## config.mk

```make
export PLATFORM = sky130hd
export DESIGN_NAME = float64_to_float32
export DESIGN_NICKNAME = d
export VERILOG_FILES = /design/src/rtl/float64_to_float32.sv
export SDC_FILE = /design/constraint.sdc
export NUM_CORES = 1
export LEC_CHECK = 0
export BUFFER_PORTS_ARGS = -buffer_cell sky130_fd_sc_hd__buf_2
export CAP_MARGIN = 20
export CORE_MARGIN = 2
export CORE_UTILIZATION = 56
export DETAILED_ROUTE_END_ITERATION = 7
export GPL_TIMING_DRIVEN = 0
export PLACE_DENSITY = 0.8
export SLEW_MARGIN = 15
export SYNTH_ARGS = -nofsm -noshare
export SYNTH_HDL_FRONTEND = slang
export SYNTH_SLANG_ARGS = --single-unit
```

## constraint.sdc

```tcl
create_clock -name aclk -period 8.8 [get_ports aclk]
set_input_delay 0.88 -clock aclk [delete_from_list [all_inputs] [get_ports aclk]]
set_output_delay 0.88 -clock aclk [all_outputs]
set_load 0.01 [all_outputs]
```

## src/rtl/float64_to_float32.sv

```systemverilog
// Three-stage AXI-Stream narrowing converter, binary64 -> binary32, round-to-nearest-even.
// Flags on tuser are {overflow, underflow, inexact}; SUBNORMAL_EN=0 flushes tiny results to signed zero.
module float64_to_float32 #(
  parameter bit SUBNORMAL_EN = 1'b1
) (
  input  logic        aclk,
  input  logic        aresetn,
  input  logic [63:0] s_axis_a_tdata,
  input  logic        s_axis_a_tvalid,
  output logic        s_axis_a_tready,
  output logic [31:0] m_axis_result_tdata,
  output logic [2:0]  m_axis_result_tuser,
  output logic        m_axis_result_tvalid,
  input  logic        m_axis_result_tready
);

  logic advance;

  logic        s1_valid, s1_sign, s1_exp_max, s1_exp_zero, s1_man_zero;
  logic [10:0] s1_exp;
  logic [51:0] s1_man;

  logic        s2_valid, s2_sign, s2_spec, s2_guard, s2_sticky, s2_tiny;
  logic [30:0] s2_spec_mag;
  logic [2:0]  s2_spec_flags;
  logic [7:0]  s2_exp;
  logic [22:0] s2_kept;

  logic        n2_spec, n2_guard, n2_sticky, n2_tiny;
  logic [30:0] n2_spec_mag;
  logic [2:0]  n2_spec_flags;
  logic [7:0]  n2_exp;
  logic [22:0] n2_kept;
  logic [10:0] tiny_shift;
  logic [4:0]  shift_m1;
  logic [77:0] wide;

  logic        round_up, inexact, overflow, underflow;
  logic [30:0] rounded;

  assign advance         = m_axis_result_tready | ~m_axis_result_tvalid;
  assign s_axis_a_tready = advance;

  always_ff @(posedge aclk) begin
    if (!aresetn) begin
      s1_valid    <= 1'b0;
      s1_sign     <= 1'b0;
      s1_exp      <= '0;
      s1_man      <= '0;
      s1_exp_max  <= 1'b0;
      s1_exp_zero <= 1'b0;
      s1_man_zero <= 1'b0;
    end else if (advance) begin
      s1_valid    <= s_axis_a_tvalid;
      s1_sign     <= s_axis_a_tdata[63];
      s1_exp      <= s_axis_a_tdata[62:52];
      s1_man      <= s_axis_a_tdata[51:0];
      s1_exp_max  <= &s_axis_a_tdata[62:52];
      s1_exp_zero <= ~|s_axis_a_tdata[62:52];
      s1_man_zero <= ~|s_axis_a_tdata[51:0];
    end
  end

  // Tiny inputs are denormalised by (897 - e); the leading 1 lands at kept[22] for a shift of 1,
  // so the shifter runs with (shift - 1), capped where every bit has already fallen into sticky.
  always_comb begin
    tiny_shift    = 11'd897 - s1_exp;
    shift_m1      = (tiny_shift > 11'd26) ? 5'd25 : (tiny_shift[4:0] - 5'd1);
    wide          = {1'b1, s1_man, 25'b0} >> shift_m1;
    n2_spec       = 1'b0;
    n2_spec_mag   = '0;
    n2_spec_flags = 3'b000;
    n2_exp        = s1_exp[7:0] - 8'h80;
    n2_kept       = s1_man[51:29];
    n2_guard      = s1_man[28];
    n2_sticky     = |s1_man[27:0];
    n2_tiny       = 1'b0;
    if (s1_exp_max) begin
      n2_spec     = 1'b1;
      n2_spec_mag = s1_man_zero ? 31'h7F80_0000 : 31'h7FC0_0000;
    end else if (s1_exp_zero) begin
      n2_spec       = 1'b1;
      n2_spec_flags = s1_man_zero ? 3'b000 : 3'b011;
    end else if (s1_exp > 11'd1150) begin
      n2_spec       = 1'b1;
      n2_spec_mag   = 31'h7F80_0000;
      n2_spec_flags = 3'b101;
    end else if (s1_exp < 11'd897) begin
      if (!SUBNORMAL_EN) begin
        n2_spec       = 1'b1;
        n2_spec_flags = 3'b011;
      end else begin
        n2_exp    = 8'd0;
        n2_kept   = wide[77:55];
        n2_guard  = wide[54];
        n2_sticky = |wide[53:0];
        n2_tiny   = 1'b1;
      end
    end
  end

  always_ff @(posedge aclk) begin
    if (!aresetn) begin
      s2_valid      <= 1'b0;
      s2_sign       <= 1'b0;
      s2_spec       <= 1'b0;
      s2_spec_mag   <= '0;
      s2_spec_flags <= '0;
      s2_exp        <= '0;
      s2_kept       <= '0;
      s2_guard      <= 1'b0;
      s2_sticky     <= 1'b0;
      s2_tiny       <= 1'b0;
    end else if (advance) begin
      s2_valid      <= s1_valid;
      s2_sign       <= s1_sign;
      s2_spec       <= n2_spec;
      s2_spec_mag   <= n2_spec_mag;
      s2_spec_flags <= n2_spec_flags;
      s2_exp        <= n2_exp;
      s2_kept       <= n2_kept;
      s2_guard      <= n2_guard;
      s2_sticky     <= n2_sticky;
      s2_tiny       <= n2_tiny;
    end
  end

  // Mantissa carry ripples straight into the exponent field, which covers both
  // subnormal-to-min-normal and max-normal-to-infinity.
  always_comb begin
    round_up  = s2_guard & (s2_sticky | s2_kept[0]);
    rounded   = {s2_exp, s2_kept} + {30'd0, round_up};
    inexact   = s2_guard | s2_sticky;
    overflow  = &rounded[30:23];
    underflow = s2_tiny & inexact;
  end

  always_ff @(posedge aclk) begin
    if (!aresetn) begin
      m_axis_result_tvalid <= 1'b0;
      m_axis_result_tdata  <= '0;
      m_axis_result_tuser  <= '0;
    end else if (advance) begin
      m_axis_result_tvalid <= s2_valid;
      if (s2_valid) begin
        m_axis_result_tdata <= {s2_sign, s2_spec ? s2_spec_mag : rounded};
        m_axis_result_tuser <= s2_spec ? s2_spec_flags : {overflow, underflow, inexact};
      end
    end
  end

endmodule

```

## Word level (Yosys, flattened, before mapping)

Index checks and enable logic that the tools add are counted.

| storage, ports and cells | value |
|---|---|
| output and inout port bits | 37 |
| logic and storage cells | 77 |
| input port bits | 68 |
| flip-flop bits (word level) | 175 |

| operators by class | value |
|---|---|
| shift operators | 1 |
| magnitude comparators | 3 |
| bitwise gates (word level) | 6 |
| reductions and logical operators | 9 |
| muxes and demuxes | 34 |
| $add $sub $neg | 4 |

Operators by type and width:

| cell | count |
|---|---|
| two-way mux 31 bit | 4 |
| two-way mux 23 bit | 5 |
| >> shifter 78 x 5 -> 78 bit | 1 |
| OR reduction 54 bit | 1 |
| OR reduction 52 bit | 1 |
| two-way mux 8 bit | 4 |
| adder 31 x 1 -> 31 bit | 1 |
| OR reduction 28 bit | 1 |
| two-way mux 1 bit | 15 |
| two-way mux 3 bit | 4 |
| > comparator 11 bit (second input constant) | 1 |
| > comparator 11 x 5 -> 1 bit (second input constant) | 1 |
| less-than comparator 11 x 10 -> 1 bit (second input constant) | 1 |
| AND reduction 11 bit | 1 |
| OR reduction 11 bit | 1 |
| subtractor 10 x 11 -> 11 bit (first input constant) | 1 |
| AND reduction 8 bit | 1 |
| subtractor 8 bit (second input constant) | 1 |
| two-way mux 5 bit | 1 |
| subtractor 5 x 1 -> 5 bit (second input constant) | 1 |
| OR 1 bit | 3 |
| bitwise AND 1 bit | 2 |
| zero test 1 bit | 2 |
| two-way mux 2 bit | 1 |
| 2 further kinds | 2 |

## Depth between registers and ports, before layout

| depth | value |
|---|---|
| depth in word-level cells | 9 |
| gate-level depth with buffers | 17 |
| depth with buffers taken out | 13 |

## Worst setup path before layout

Ideal clock, no wire load.

| path | value |
|---|---|
| kind | register -> register |
| from | reg s1_exp[1] |
| to | reg s2_sticky |
| stages on the path, launching flop included | 13 |
| arrival | 3.402 ns |
| path buffers | 2 |
| path slack | 5.275 ns |
| period minus slack after synthesis | 3.525 ns |
| required time | 8.676 ns |
| setup time | 0.124 ns |
| cells stage by stage | dfxtp_1 -> inv_1 -> ha_1 -> or4b_1 -> o22a_1 -> and2_1 -> buf_2 -> or4_4 -> buf_6 -> mux2_4 -> or4b_1 -> o32ai_1 -> a21oi_1 |

| between the ends | value |
|---|---|
| cells in the longest elaborated chain, start to end | 9 |
| elaborated cells between the ends (all ways) | 12 |
| classes of those cells | add/sub (2); order compare (3); shift (1); mux (5); reduce/logical (1) |

Ends and longest elaborated chain:

| item | line | RTL |
|---|---|---|
| start, declared | 20 | `logic [10:0] s1_exp;` |
| start signal, assigned | 56 | `s1_exp <= s_axis_a_tdata[62:52];` |
| subtractor 10 x 11 -> 11 bit | 67 | `tiny_shift = 11'd897 - s1_exp;` |
| > comparator 11 x 5 -> 1 bit or subtractor 5 x 1 -> 5 bit (tied branches) | 68 | `shift_m1 = (tiny_shift > 11'd26) ? 5'd25 : (tiny_shift[4:0] - 5'd1);` |
| two-way mux 5 bit | 68 |  |
| >> shifter 78 x 5 -> 78 bit | 69 | `wide = {1'b1, s1_man, 25'b0} >> shift_m1;` |
| OR reduction 54 bit | 96 | `n2_sticky = \|wide[53:0];` |
| two-way mux 1 bit | 88 | `end else if (s1_exp < 11'd897) begin` |
| two-way mux 1 bit * | 84 | `end else if (s1_exp > 11'd1150) begin` |
| two-way mux 1 bit * | 81 | `end else if (s1_exp_zero) begin` |
| two-way mux 1 bit * | 78 | `if (s1_exp_max) begin` |
| end signal, assigned | 123 | `s2_sticky <= n2_sticky;` |
| end, declared | 23 | `logic s2_valid, s2_sign, s2_spec, s2_guard, s2_sticky, s2_tiny;` |

Every way passes the cells marked *; elsewhere a longest branch is shown, timed or not.
A chain may end at the register's enable or synchronous reset.

## Worst setup path after layout

Ends and elaborated chain as after synthesis.

==> results.yml <==
outcome:
  outcome: "complete, no violations"
pwr:
  power.combinational.fraction_pct: 16.2
  powerDensity_nw_per_um2: 168
  p_leak_nw: 4.13
  p_sw_w: 0.000571
  seq_power_share_pct: 41.2
  p_sw_share_pct: 32.3
  p_clk_share_pct: 42.6
  p_int_w: 0.00120
  ir_drop_mv: 0.150
synth:
  ys_top_cells_by_count: "nand2_1, a21oi_1, dfxtp_1"
  synth.most_common_cell: "nand2_1"
  synth_top_area_cell: "dfxtp_1"
  synth.area.top_cells: "dfxtp_1, nand2_1, a21oi_1"
  ys_ff_latch: 146
  synth_edf_count: 0
  synth_nets: 1337
  synth.distinct_cells: 76
  ys.flop_type: "dfxtp_1"
  synth.top_cell.area_share_pct: 32.1
  syn_inst: 1263
  yosysWarnings: 0
  ys_seq_area_share_pct: 32.1
  netlist_area_um2: 9110
  synthArstFlopShare_pct: 0
  syn_avg_cell_area_um2: 7.21
global_route:
  grt_usage_pct: 38.9
  grt_first_pass_wirelength_mm: 53.2
  grt_pass1_vias: 9683
  antenna_found_initial: 0
  grt-ovfl-total: 0
  grt_max_degree: 17
placed_design:
  place_inst: 1583
  pre_cts_ws_ns: 4.29
  place_congestion: 1.06
  place.port_buffers: 104
  place_hpwl_mm: 25.7
sta:
  clock_skew_ns: 0.0129
  tns_ns: 0
  drv_slew: 0
  setup_ws_ns: 4.13
  final_hold_viol_count: 0
  fin_crit_sh_pct: 53.0
  slew_headroom_pct: 21.1
  fmaxAchievable_mhz: 214
  layout_min_cycle_time_ns: 4.67
  rsz0062_at_grt: "no"
  finalSetupViolations: 0
  tightest_slew_ns: 1.17
clock_network:
  cts.clk_slew.worst_paths_ns: 0.07
  post-cts-setup-buffers: 0
  cts_hold_buf: 0
  clock_sinks: 146
  cts_root_buf: "clkbuf_16"
  cts_buffer_depth: 2
  h-tree-depth: 4
  clkLatencyLatePin_ns: 0.45
  cts_tree: "yes"
  cts_buffers: 17
  cts_resized: 0
setup_path:
  slowest_delay_ns: 0.52
  worstReg2RegEnd: "s2_sticky"
  critPathRequiredTime_ns: 9.14
  reg2reg_from: "s1_exp[1]"
  cp-end-kind: "flop"
  r2r_slack_ns: 4.13
  criticalPathCategory: "reg2reg"
  startpoint: "s1_exp[1]"
  crit_arrival_ns: 5.01
  cpMaxStageDelayCell: "buf_1"
  path_delay_family: "compound AO/OA/AOI/OAI gates"
  crit_chain: "inv_1 > ha_1 > or4b_1 > o22a_1 > and2_1 > buf_2 > nor3_2 > buf_2 > buf_1 > a21oi_1 > a221oi_1 > nand4_1 > o32ai_1 > a21oi_1"
  endpoint: "s2_sticky"
  startpoint_type: "flop"
  cp.buffers_inverters: 4
  critPathMaxFanout: 10
  cp.depth: 14
  reg2reg_depth: 14
floorplanning:
  start_util_pct: 57.3
  ioPinCount: 105
  placementRows: 46
  die_h_um: 132
  die_area_um2: 17300
  die_width_um: 132
  coreArea_um2: 15900
cells_and_area:
  final_cell_count_no_fill: 1615
  nFillCells: 1425
  syn2layout_area_growth_pct: 15.2
  utilization_pct: 66.1
  antenna_cells: 0
  multi_input_area_um2: 5670
  ff_latch_area_um2: 2920
  drive_gt1_share_pct: 13.2
  nets: 1460
drt:
  wl_mm: 34.4
  drtPass1Iterations: 7
  routed_via_density: 6.49
  antenna_left: 0
  route.vias.total: 10481
  post-route-drc-count: 0
  drt_iter0_drc: 1443
  wl_per_cell_um: 21.3
flow_run:
  max_cap_violations: 0
min_path:
  hold_class: "reg2reg"
final cells by class:
class	count	area share (%)
repair buffers	104	4.96
clock inverters	14	1.60
flip-flops and latches	146	27.8
inverters	19	0.679
well taps	216	2.57
multi-input cells	994	54.1
plain buffers	104	4.20
clock buffers	18	4.09
registers in the layout, summed over array words and instances, names as in the netlist:
signal and flops:
s2_sticky 1, s2_valid 1, s1_man_zero 1, s1_exp 11
s1_exp_zero 1, s2_spec_flags 3, s2_guard 1, s1_man 52
s2_tiny 1, s2_exp 8, s1_sign 1, s1_valid 1
s2_spec 1, s2_spec_mag 2, s2_sign 1, s2_kept 23
s1_exp_max 1, m_axis_result_tuser 3, m_axis_result_tvalid 1, m_axis_result_tdata 32
cell families after synthesis:
family	synth area share (%)
simple gates	26.6
compound gates	26.6
flops	32.1
buf+inv	5.62
mux	5.01
xor+xnor	3.27
fa+ha+maj	0.824
worst register-to-register path, stage by stage, from the launching register on:
cell and delay, ns:
dfxtp_1 0.36, inv_1 0.12, ha_1 0.29, or4b_1 0.50, o22a_1 0.22, and2_1 0.17
buf_2 0.21, nor3_2 0.43, buf_2 0.39, buf_1 0.53, a21oi_1 0.23, a221oi_1 0.48
nand4_1 0.22, o32ai_1 0.32, a21oi_1 0.10
power groups by stage:
stage                     clock, W  sequential (W)  combinational (W)
after floorplan                  0        0.000725           0.000187
after global placement           0        0.000738           0.000273
after detailed placement         0        0.000739           0.000274
after CTS                 0.000747        0.000724           0.000277
after global routing      0.000778        0.000729           0.000308
final                     0.000752        0.000727           0.000287
through the flow:
| stage | cell area (µm²) | total power (W) | hold WS (ns) |
|---|---|---|---|
| after global routing | 10500 | 0.00181 | 0.467 |
| final | 10500 | 0.00177 | 0.450 |
| after detailed placement | 9900 | 0.00101 | 0.443 |
| after global placement | 9900 | 0.00101 | 0.435 |
| after floorplan | 9110 | 0.000912 | 0.428 |
| after CTS | 10500 | 0.00175 | 0.452 |
routing by layer:
| layer | global-route usage, % | up-vias | share of wire [%] |
|---|---|---|---|
| li1 | - | 4851 | - |
| met1 | 49.0 | 4768 | 39 |
| met2 | 62.0 | 700 | 44 |
| met3 | 7.48 | 162 | 9.9 |
| met4 | 22.7 | 0 | 6.2 |
| met5 | 0 | - | 0 |
worst min path at each step:
stage	from	cells after the start	slack [ns]	endpoint
2_1_floorplan	s2_tiny	2	0.43	s2_tiny
3_3_place_gp	m_axis_result_tdata[0]	2	0.44	m_axis_result_tdata[0]
3_5_place_dp	m_axis_result_tuser[0]	2	0.44	m_axis_result_tuser[0]
4_1_cts	m_axis_result_tuser[0]	2	0.45	m_axis_result_tuser[0]
5_1_grt	m_axis_result_tdata[22]	2	0.47	m_axis_result_tdata[22]
6_report	m_axis_result_tuser[0]	2	0.45	m_axis_result_tuser[0]
placed cells by master (no fill, tap or decap), drive strengths merged, types with 5 or more instances in the layout:
master,n
nand2,251
a21oi,147
dfxtp,146
buf,131
nor2,113
clkbuf,95
o21ai,48
nor3,36
nor4,34
nand3,33
a22oi,29
o211ai,27
inv,26
mux2i,25
xnor2,24
o22ai,23
nand4,19
mux2,18
a211oi,16
and3,13
xor2,10
a221oi,10
o22a,7
o311ai,7
a2bb2oi,6
ha,6
nand2b,5
o41ai,5
nand3b,5
o2111ai,5
a31oi,5
clkinv,5
No activity file was read; power rests on OpenSTA's default activity.
